`config.mk`:
```
export PLATFORM = sky130hd
export DESIGN_NAME = fxp_alu_pipe
export DESIGN_NICKNAME = d
export VERILOG_FILES = /design/src/rtl/fxp_alu_pipe.sv
export SDC_FILE = /design/constraint.sdc
export NUM_CORES = 1
export LEC_CHECK = 0
export CAP_MARGIN = 20
export CELL_PAD_IN_SITES_DETAIL_PLACEMENT = 0
export CELL_PAD_IN_SITES_GLOBAL_PLACEMENT = 1
export CORE_MARGIN = 3
export CORE_UTILIZATION = 38
export CTS_BUF_LIST = sky130_fd_sc_hd__clkbuf_8
export CTS_CLUSTER_SIZE = 8
export DETAILED_ROUTE_END_ITERATION = 10
export GPL_TIMING_DRIVEN = 0
export PLACE_DENSITY = 0.68
export SYNTH_ARGS = -nofsm -noshare
export SYNTH_HDL_FRONTEND = slang
export SYNTH_SLANG_ARGS = --single-unit
```
`constraint.sdc`:
```
create_clock -name i_clk -period 7.1 [get_ports i_clk]
set_input_delay 1.42 -clock i_clk [delete_from_list [all_inputs] [get_ports i_clk]]
set_output_delay 1.42 -clock i_clk [all_outputs]
set_load 0.02 [all_outputs]
```
`src/rtl/fxp_alu_pipe.sv`:
```
// Two-stage pipelined signed fixed-point ALU with valid/ready on both sides.
// Define FXP_ALU_MAC_EN to build the accumulator and the MAC/ACC_CLR opcodes.
module fxp_alu_pipe #(
    parameter int INT_W  = 3,
    parameter int FRAC_W = 5,
    parameter int DATA_W = INT_W + FRAC_W,
    parameter int INST_W = 4
) (
    input  logic              i_clk,
    input  logic              i_rst_n,
    input  logic              i_valid,
    output logic              o_ready,
    input  logic [INST_W-1:0] i_inst,
    input  logic [DATA_W-1:0] i_data_a,
    input  logic [DATA_W-1:0] i_data_b,
    output logic              o_valid,
    input  logic              i_ready,
    output logic [DATA_W-1:0] o_data,
    output logic              o_sat
);
    localparam int PROD_W = 2 * DATA_W + 1;
    localparam int SH_W   = (DATA_W > 1) ? $clog2(DATA_W) : 1;

    localparam logic signed [DATA_W-1:0] MAX_V = {1'b0, {(DATA_W-1){1'b1}}};
    localparam logic signed [DATA_W-1:0] MIN_V = {1'b1, {(DATA_W-1){1'b0}}};
    localparam logic signed [PROD_W-1:0] MAX_W = {{(PROD_W-DATA_W){1'b0}}, MAX_V};
    localparam logic signed [PROD_W-1:0] MIN_W = {{(PROD_W-DATA_W){1'b1}}, MIN_V};
    localparam logic signed [PROD_W-1:0] ROUND_W = PROD_W'(1 << (FRAC_W - 1));
    localparam logic signed [PROD_W-1:0] TWO_W   = PROD_W'(2 * (1 << FRAC_W));
    localparam logic signed [PROD_W-1:0] NTWO_W  = -TWO_W;
    localparam logic [DATA_W-1:0] ONE_V  = DATA_W'(1 << FRAC_W);
    localparam logic [DATA_W-1:0] HALF_V = DATA_W'(1 << (FRAC_W - 1));

    localparam logic [INST_W-1:0] OP_ADD  = INST_W'(0);
    localparam logic [INST_W-1:0] OP_SUB  = INST_W'(1);
    localparam logic [INST_W-1:0] OP_MUL  = INST_W'(2);
    localparam logic [INST_W-1:0] OP_NAND = INST_W'(3);
    localparam logic [INST_W-1:0] OP_XNOR = INST_W'(4);
    localparam logic [INST_W-1:0] OP_SIG  = INST_W'(5);
    localparam logic [INST_W-1:0] OP_ROTR = INST_W'(6);
    localparam logic [INST_W-1:0] OP_MIN  = INST_W'(7);
    localparam logic [INST_W-1:0] OP_MAX  = INST_W'(8);
    localparam logic [INST_W-1:0] OP_ABS  = INST_W'(9);
`ifdef FXP_ALU_MAC_EN
    localparam logic [INST_W-1:0] OP_MAC  = INST_W'(10);
    localparam logic [INST_W-1:0] OP_CLR  = INST_W'(11);
`endif

    // Clip a wide signed value into the Q range; MSB of the return is the clip flag.
    function automatic logic [DATA_W:0] sat_wide(input logic signed [PROD_W-1:0] v);
        if (v > MAX_W)      sat_wide = {1'b1, MAX_V};
        else if (v < MIN_W) sat_wide = {1'b1, MIN_V};
        else                sat_wide = {1'b0, v[DATA_W-1:0]};
    endfunction

    // Handshake: a request moves when i_valid && o_ready, a result when o_valid && i_ready.
    // Both stages advance together on en, so a stalled output freezes the whole pipe.
    logic en;
    assign en      = !o_valid || i_ready;
    assign o_ready = en;

    logic signed [DATA_W-1:0] a_s, b_s;
    assign a_s = $signed(i_data_a);
    assign b_s = $signed(i_data_b);

    logic                     s1_valid;
    logic [INST_W-1:0]        s1_inst;
    logic signed [DATA_W-1:0] s1_a, s1_b;
    logic signed [PROD_W-1:0] s1_sum, s1_diff, s1_prod;
    logic [SH_W-1:0]          s1_shamt;
    logic                     s1_lt;

    always_ff @(posedge i_clk) begin
        if (!i_rst_n) begin
            s1_valid <= 1'b0;
            s1_inst  <= '0;
            s1_a     <= '0;
            s1_b     <= '0;
            s1_sum   <= '0;
            s1_diff  <= '0;
            s1_prod  <= '0;
            s1_shamt <= '0;
            s1_lt    <= 1'b0;
        end else if (en) begin
            s1_valid <= i_valid;
            if (i_valid) begin
                s1_inst  <= i_inst;
                s1_a     <= a_s;
                s1_b     <= b_s;
                s1_sum   <= PROD_W'(a_s) + PROD_W'(b_s);
                s1_diff  <= PROD_W'(a_s) - PROD_W'(b_s);
                s1_prod  <= PROD_W'(a_s) * PROD_W'(b_s);
                s1_shamt <= SH_W'(i_data_b % DATA_W);
                s1_lt    <= a_s < b_s;
            end
        end
    end

    logic [DATA_W-1:0]        res;
    logic                     res_sat;
    logic signed [PROD_W-1:0] rnd;
    logic [DATA_W:0]          mul_r;
    logic signed [DATA_W-1:0] sig_sh;
    logic [2*DATA_W-1:0]      rot2;
`ifdef FXP_ALU_MAC_EN
    logic signed [DATA_W-1:0] acc, acc_next;
    logic                     acc_we;
    logic [DATA_W:0]          acc_sum;
`endif

    always_comb begin
        res     = '0;
        res_sat = 1'b0;
        rnd     = s1_prod + ROUND_W;
        mul_r   = sat_wide(rnd >>> FRAC_W);
        sig_sh  = s1_a >>> 2;
        rot2    = {s1_a, s1_a} >> s1_shamt;
`ifdef FXP_ALU_MAC_EN
        acc_next = acc;
        acc_we   = 1'b0;
        acc_sum  = sat_wide(PROD_W'(acc) + PROD_W'($signed(mul_r[DATA_W-1:0])));
`endif
        case (s1_inst)
            OP_ADD:  {res_sat, res} = sat_wide(s1_sum);
            OP_SUB:  {res_sat, res} = sat_wide(s1_diff);
            OP_MUL:  {res_sat, res} = mul_r;
            OP_NAND: res = ~(s1_a & s1_b);
            OP_XNOR: res = ~(s1_a ^ s1_b);
            OP_SIG: begin
                if (PROD_W'(s1_a) >= TWO_W)       res = ONE_V;
                else if (PROD_W'(s1_a) <= NTWO_W) res = '0;
                else                              res = sig_sh + HALF_V;
            end
            OP_ROTR: res = rot2[DATA_W-1:0];
            OP_MIN:  res = s1_lt ? s1_a : s1_b;
            OP_MAX:  res = s1_lt ? s1_b : s1_a;
            OP_ABS: begin
                if (s1_a == MIN_V) begin
                    res     = MAX_V;
                    res_sat = 1'b1;
                end else begin
                    res = s1_a[DATA_W-1] ? -s1_a : s1_a;
                end
            end
`ifdef FXP_ALU_MAC_EN
            OP_MAC: begin
                res      = acc_sum[DATA_W-1:0];
                res_sat  = acc_sum[DATA_W] | mul_r[DATA_W];
                acc_next = $signed(acc_sum[DATA_W-1:0]);
                acc_we   = 1'b1;
            end
            OP_CLR: begin
                acc_next = '0;
                acc_we   = 1'b1;
            end
`endif
            default: begin
                res     = '0;
                res_sat = 1'b0;
            end
        endcase
    end

    always_ff @(posedge i_clk) begin
        if (!i_rst_n) begin
            o_valid <= 1'b0;
            o_data  <= '0;
            o_sat   <= 1'b0;
`ifdef FXP_ALU_MAC_EN
            acc     <= '0;
`endif
        end else if (en) begin
            o_valid <= s1_valid;
            if (s1_valid) begin
                o_data <= res;
                o_sat  <= res_sat;
`ifdef FXP_ALU_MAC_EN
                if (acc_we) acc <= acc_next;
`endif
            end
        end
    end
endmodule
```
# == Word-level counts from Yosys, hierarchy flattened ==
# Cells that the tools add are included.
# word_totals
ff_bits,86
word_cells,62
# op_classes
addsub,5
mux,15
n_lt_le_gt_ge,9
n_mul,1
shifts,1
n_eq_ne,10
reduce_logical,5
n_bitwise,4
# op_table
cell,count
case mux 8 bit (10 select lines),1
2-to-1 mux 9 bit,6
2-to-1 mux 8 bit,6
"greater-than comparator 17 x 8 -> 1 bit, second input constant",2
"less-than comparator 17 x 8 -> 1 bit, second input constant",2
"adder 17 x 6 -> 17 bit, second input constant",1
"equality test 4 x 3 -> 1 bit, second input constant",4
multiplier 8 x 8 -> 16 bit,1
NOT 8 bit,2
right shift 16 x 3 -> 8 bit,1
"greater-than comparator 12 x 8 -> 1 bit, second input constant",1
"less-than comparator 12 x 8 -> 1 bit, second input constant",1
adder 8 x 8 -> 9 bit,1
subtractor 8 x 8 -> 9 bit,1
AND 8 bit,1
"equality test 4 x 2 -> 1 bit, second input constant",2
"equality test 4 bit, second input constant",2
"equality test 8 bit, second input constant",1
"greater-or-equal comparator 8 bit, second input constant",1
"less-or-equal comparator 8 x 7 -> 1 bit, second input constant",1
less-than comparator 8 bit,1
negation 8 bit,1
XOR 8 bit,1
"adder 6 x 6 -> 7 bit, second input constant",1
other kinds (7),8

# == Logic depth before layout (Yosys ltp) ==
# depth
word_depth,5
ltp_mapped,17
depth_no_buf,17

# == Worst setup path before layout ==
# OpenSTA, ideal clock, no wires.
# synth_timing
path_type,in2reg
startpoint,input i_data_b[7]
endpoint,register s1_prod[15]
required_ns,6.967
path_slack_ns,1.616
arrival_ns,5.351
stages,15
path_cell_list,inv_1 > nor2_1 > fa_1 > fa_1 > fa_1 > inv_1 > fa_1 > inv_1 > ha_1 > a2111oi_0 > o21ai_0 > a2111oi_0 > nor3_1 > xnor2_1 > a21oi_1
# synth_between
elab_chain_len,1
# synth_rtl
item,line,source
start: declaration,15,"input logic [DATA_W-1:0] i_data_b,"
multiplier 8 x 8 -> 16 bit,92,s1_prod <= PROD_W'(a_s) * PROD_W'(b_s);
end signal: assignment,92,
end: declaration,69,"logic signed [PROD_W-1:0] s1_sum, s1_diff, s1_prod;"
# No other way between the ends.
# A chain may end at the register's enable or synchronous reset.

# == Worst setup path in the final report ==
# Ends and elaborated chain as after synthesis.

==> impl_metrics.toml <==
[drt]
detailedRoute.firstIterationViolations = 477
via_count = 6210
detail_route.vias_per_cell = 5.51
routedWlPerCell_um = 19.6
drt_first_pass_iters = 5
antenna_violating_nets_post_route = 0
drc_errors = 0
drt_wl_total_um = 22100

[floorplan]
rows = 48
fp.dieArea_um2 = 20000
die_height_um = 142
fp.coreArea_um2 = 17700
dieWidth_um = 142
initial_core_util_pct = 39.5
floorplan.io_pins = 35

[critical_path]
critical_path_class = "in2reg"
cp.arrival_ns = 6.79
worst_path_most_repeated_cell = "fa_1"
worst_path_largest_cell_delay_ns = 0.76
worstSetupStartpointType = "input port"
critical_path.cell_chain = "clkdlybuf4s50_1 -> inv_1 -> nor2_1 -> fa_1 -> fa_1 -> fa_1 -> inv_1 -> fa_1 -> inv_1 -> ha_1 -> a2111oi_0 -> o21ai_0 -> a2111oi_0 -> nor3_1 -> xnor2_1 -> a21oi_1"
reg2reg_slack_ns = 4.42
cp.required_ns = 7.33
setup.worst_path.end_class = "flip-flop"
timing.critical_path.slowest_stage_cell = "clkdlybuf4s50_1"
cp_max_fo = 8

[timing]
relSlewSlack_pct = 49.4
hold_viol_final = 0
maxClockFrequency_mhz = 152
final.setup_skew_ns = 0.0172
hold_slack_ns = 0.454
setup-violations-final = 0
timing.final.max_slew_violations = 0
fin_crit_ns = 6.56
timing.setup.tns_ns = 0
fin_crit_sh_pct = 92.4
finalWorstSetupSlack_ns = 0.542
tightestPinTransition_ns = 0.748
unrepaired_setup_endpoints_after_global_routing = "false"

[placed_design]
placed_area_um2 = 7600
port_buffers = 34
dp_hpwl_um = 18100
gp_routability_congestion = 0.929
place_ws_ns = 0.190

[power_and_ir_drop]
cellInternalPower_mw = 1.09
power_share_of_the_combinational_group_pct = 58.0
share_clk_of_total_power_pct = 19.6
switching_share_pct = 44.8
sequential_group_share_of_total_power_pct = 22.4
static-leakage-power_nw = 3.28
p_sw_uw = 884
power.density_cell_area_nw_per_um2 = 252
irDropWorstVdd_mv = 0.248

[synthesis]
synth-async-reset-ratio_pct = 0
yosys-top-cells-area = "dfxtp_1 (18%), fa_1 (16%), ha_1 (10%), inv_1 (6.1%), nand2_1 (4.9%)"
synth_compound_gate_area_share_pct = 18.7
ys_seq_elements = 61
netlist-cell-type-count = 79
share_of_synthesized_cell_area_in_and_or_nand_and_nor_gates_pct = 20.4
post-synth-top-count-cell = "inv_1"
synth_nets = 988
synth.area.mux_share_pct = 3.26
synth_top_family_by_area = "adder cells"
post_synth_fa_ha_maj_area_fraction_pct = 26.1
synthCells = 852
postSynthAreaPerCell_um2 = 8.19
yosysWarningCount = 0
synth_top_area_cell = "dfxtp_1"
synth_commonest_cells = "inv_1 (113), nand2_1 (92), nor2_1 (62), dfxtp_1 (61)"
synth-main-ff-cell = "dfxtp_1"
synth_top_area_share_pct = 17.5
synth_xor_area_share_pct = 4.27
register_area_share_after_synthesis_pct = 17.5
synth_enable_flop_cells = 0
synth.cell_area_um2 = 6980

[hold_path]
min_delay_worst_type = "reg2reg"

[clock_tree]
worst_setup_hold_path_clk_slew_ns = 0.08
hold_buffers = 0
clk-insertion-delay-late_ns = 0.35
cts.sinks = 61
tritoncts.num_buffers = 9
post-cts-setup-buffers = 0
htree_levels = 3
cts_tree = "yes"
cts_resized = 0
ctsRootBufferMaster = "clkbuf_8"
max-clock-path-buffers = 2

[final_layout]
drive_above_1_share_pct = 5.32
fin_util_pct = 44.4
post-route-cell-area_um2 = 7840
syn2layout_area_growth_pct = 12.4
fin_nets = 1033
antennaDiodeCount = 0

[grt]
all_layer_global_routing_usage_pct = 22.6
overflow = 0
pin_count_of_the_biggest_net_entering_global_routing = 13
antenna_violations_before_repair = 0
global_route.peak_usage_layer = "met2"
grt_use_met1_pct = 28.8
gr_util_met3_pct = 2.66
met2_usage_pct = 39.3
grt_first_pass_wirelength_um = 35100
vias_in_the_first_global_route = 6419

[run]
maxCapViolCount = 0

[outcome]
result_of_the_run = "finished clean"
## cell type report
| type | count | area (um2) |
|---|---|---|
| buffer | 45 | 255 |
| clock inverter | 7 | 121 |
| fill | 1798 | 9810 |
| timing repair buffer | 34 | 340 |
| tap | 225 | 282 |
| inverter | 113 | 424 |
| multi-input combinational | 633 | 5080 |
| clock buffer | 9 | 124 |
| sequential | 61 | 1220 |
## placed cells by master, fill, tap and decap left out, types with 4 or more instances in the layout
cell type,n
a21oi_1,55
and4_1,4
nand3_1,17
a221oi_1,4
mux4_2,5
a21o_1,6
nor3_1,16
xnor2_1,29
a2111oi_0,5
o311ai_0,4
a2bb2oi_1,4
dfxtp_1,61
nand2_1,92
mux2i_1,9
xor2_1,5
nand3b_1,5
nand2b_1,6
ha_1,56
a22oi_1,4
nor2b_1,10
clkbuf_8,15
a31oi_1,11
a311oi_1,5
a221o_1,5
a211oi_1,13
o31ai_1,7
o22ai_1,8
inv_1,113
o31a_1,4
clkbuf_1,32
o21ai_0,23
fa_1,56
o211ai_1,5
nor2_1,62
clkdlybuf4s50_1,34
and2_1,30
## registers in the layout, summed over array words and instances (netlist names), 4 cells and up
| name | flops |
|---|---|
| o_data | 8 |
| s1_inst | 4 |
| s1_diff | 9 |
| s1_sum | 8 |
| s1_a | 8 |
| s1_b | 8 |
| s1_prod | 12 |
## through the flow
step           cells  total power [mW]
2_1_floorplan    852              1.26
3_3_place_gp    1111              1.57
3_5_place_dp    1111              1.59
4_1_cts         1127              1.98
5_1_grt         1127              2.15
6_report        1127              1.97
## power groups by stage
| stage | Sequential [mW] | Combinational, mW | Clock (mW) |
|---|---|---|---|
| floorplan | 0.435 | 0.827 | 0 |
| global placement | 0.447 | 1.13 | 0 |
| detailed placement | 0.449 | 1.14 | 0 |
| CTS | 0.441 | 1.15 | 0.392 |
| global route | 0.448 | 1.29 | 0.411 |
| finish | 0.443 | 1.14 | 0.386 |
## cell families after synthesis
kind of cell	after synthesis
AOI/OAI and AO/OA	191
adders and majority gates	112
DFF	61
and+or+nand+nor	280
buffers and inverters	158
muxes	16
xor gates and xnor gates	34
## critical path, delay by kind of cell
family	cells	cell delay (ns)
and+or+nand+nor	2	0.33
adders and majority gates	5	2.43
buffers and inverters	4	1.16
xor gates and xnor gates	1	0.27
AOI/OAI and AO/OA	4	1.17
## path summary, 6_finish.rpt
path | startpoint | to | cells after the start
max | i_data_b[7] | s1_prod[15] | 16
min | s1_diff[2] | s1_diff[2] | 2
min reg2reg | s1_diff[2] | s1_diff[2] | 2
max reg2reg | s1_a[0] | o_data[0] | 6
## routing by layer
layer	vias to the layer above	part of all wire [%]
li1	3020	-
met1	2991	45
met2	157	48
met3	42	3.6
met4	0	3.4
met5	-	0
(Power assumes the default switching activity.)
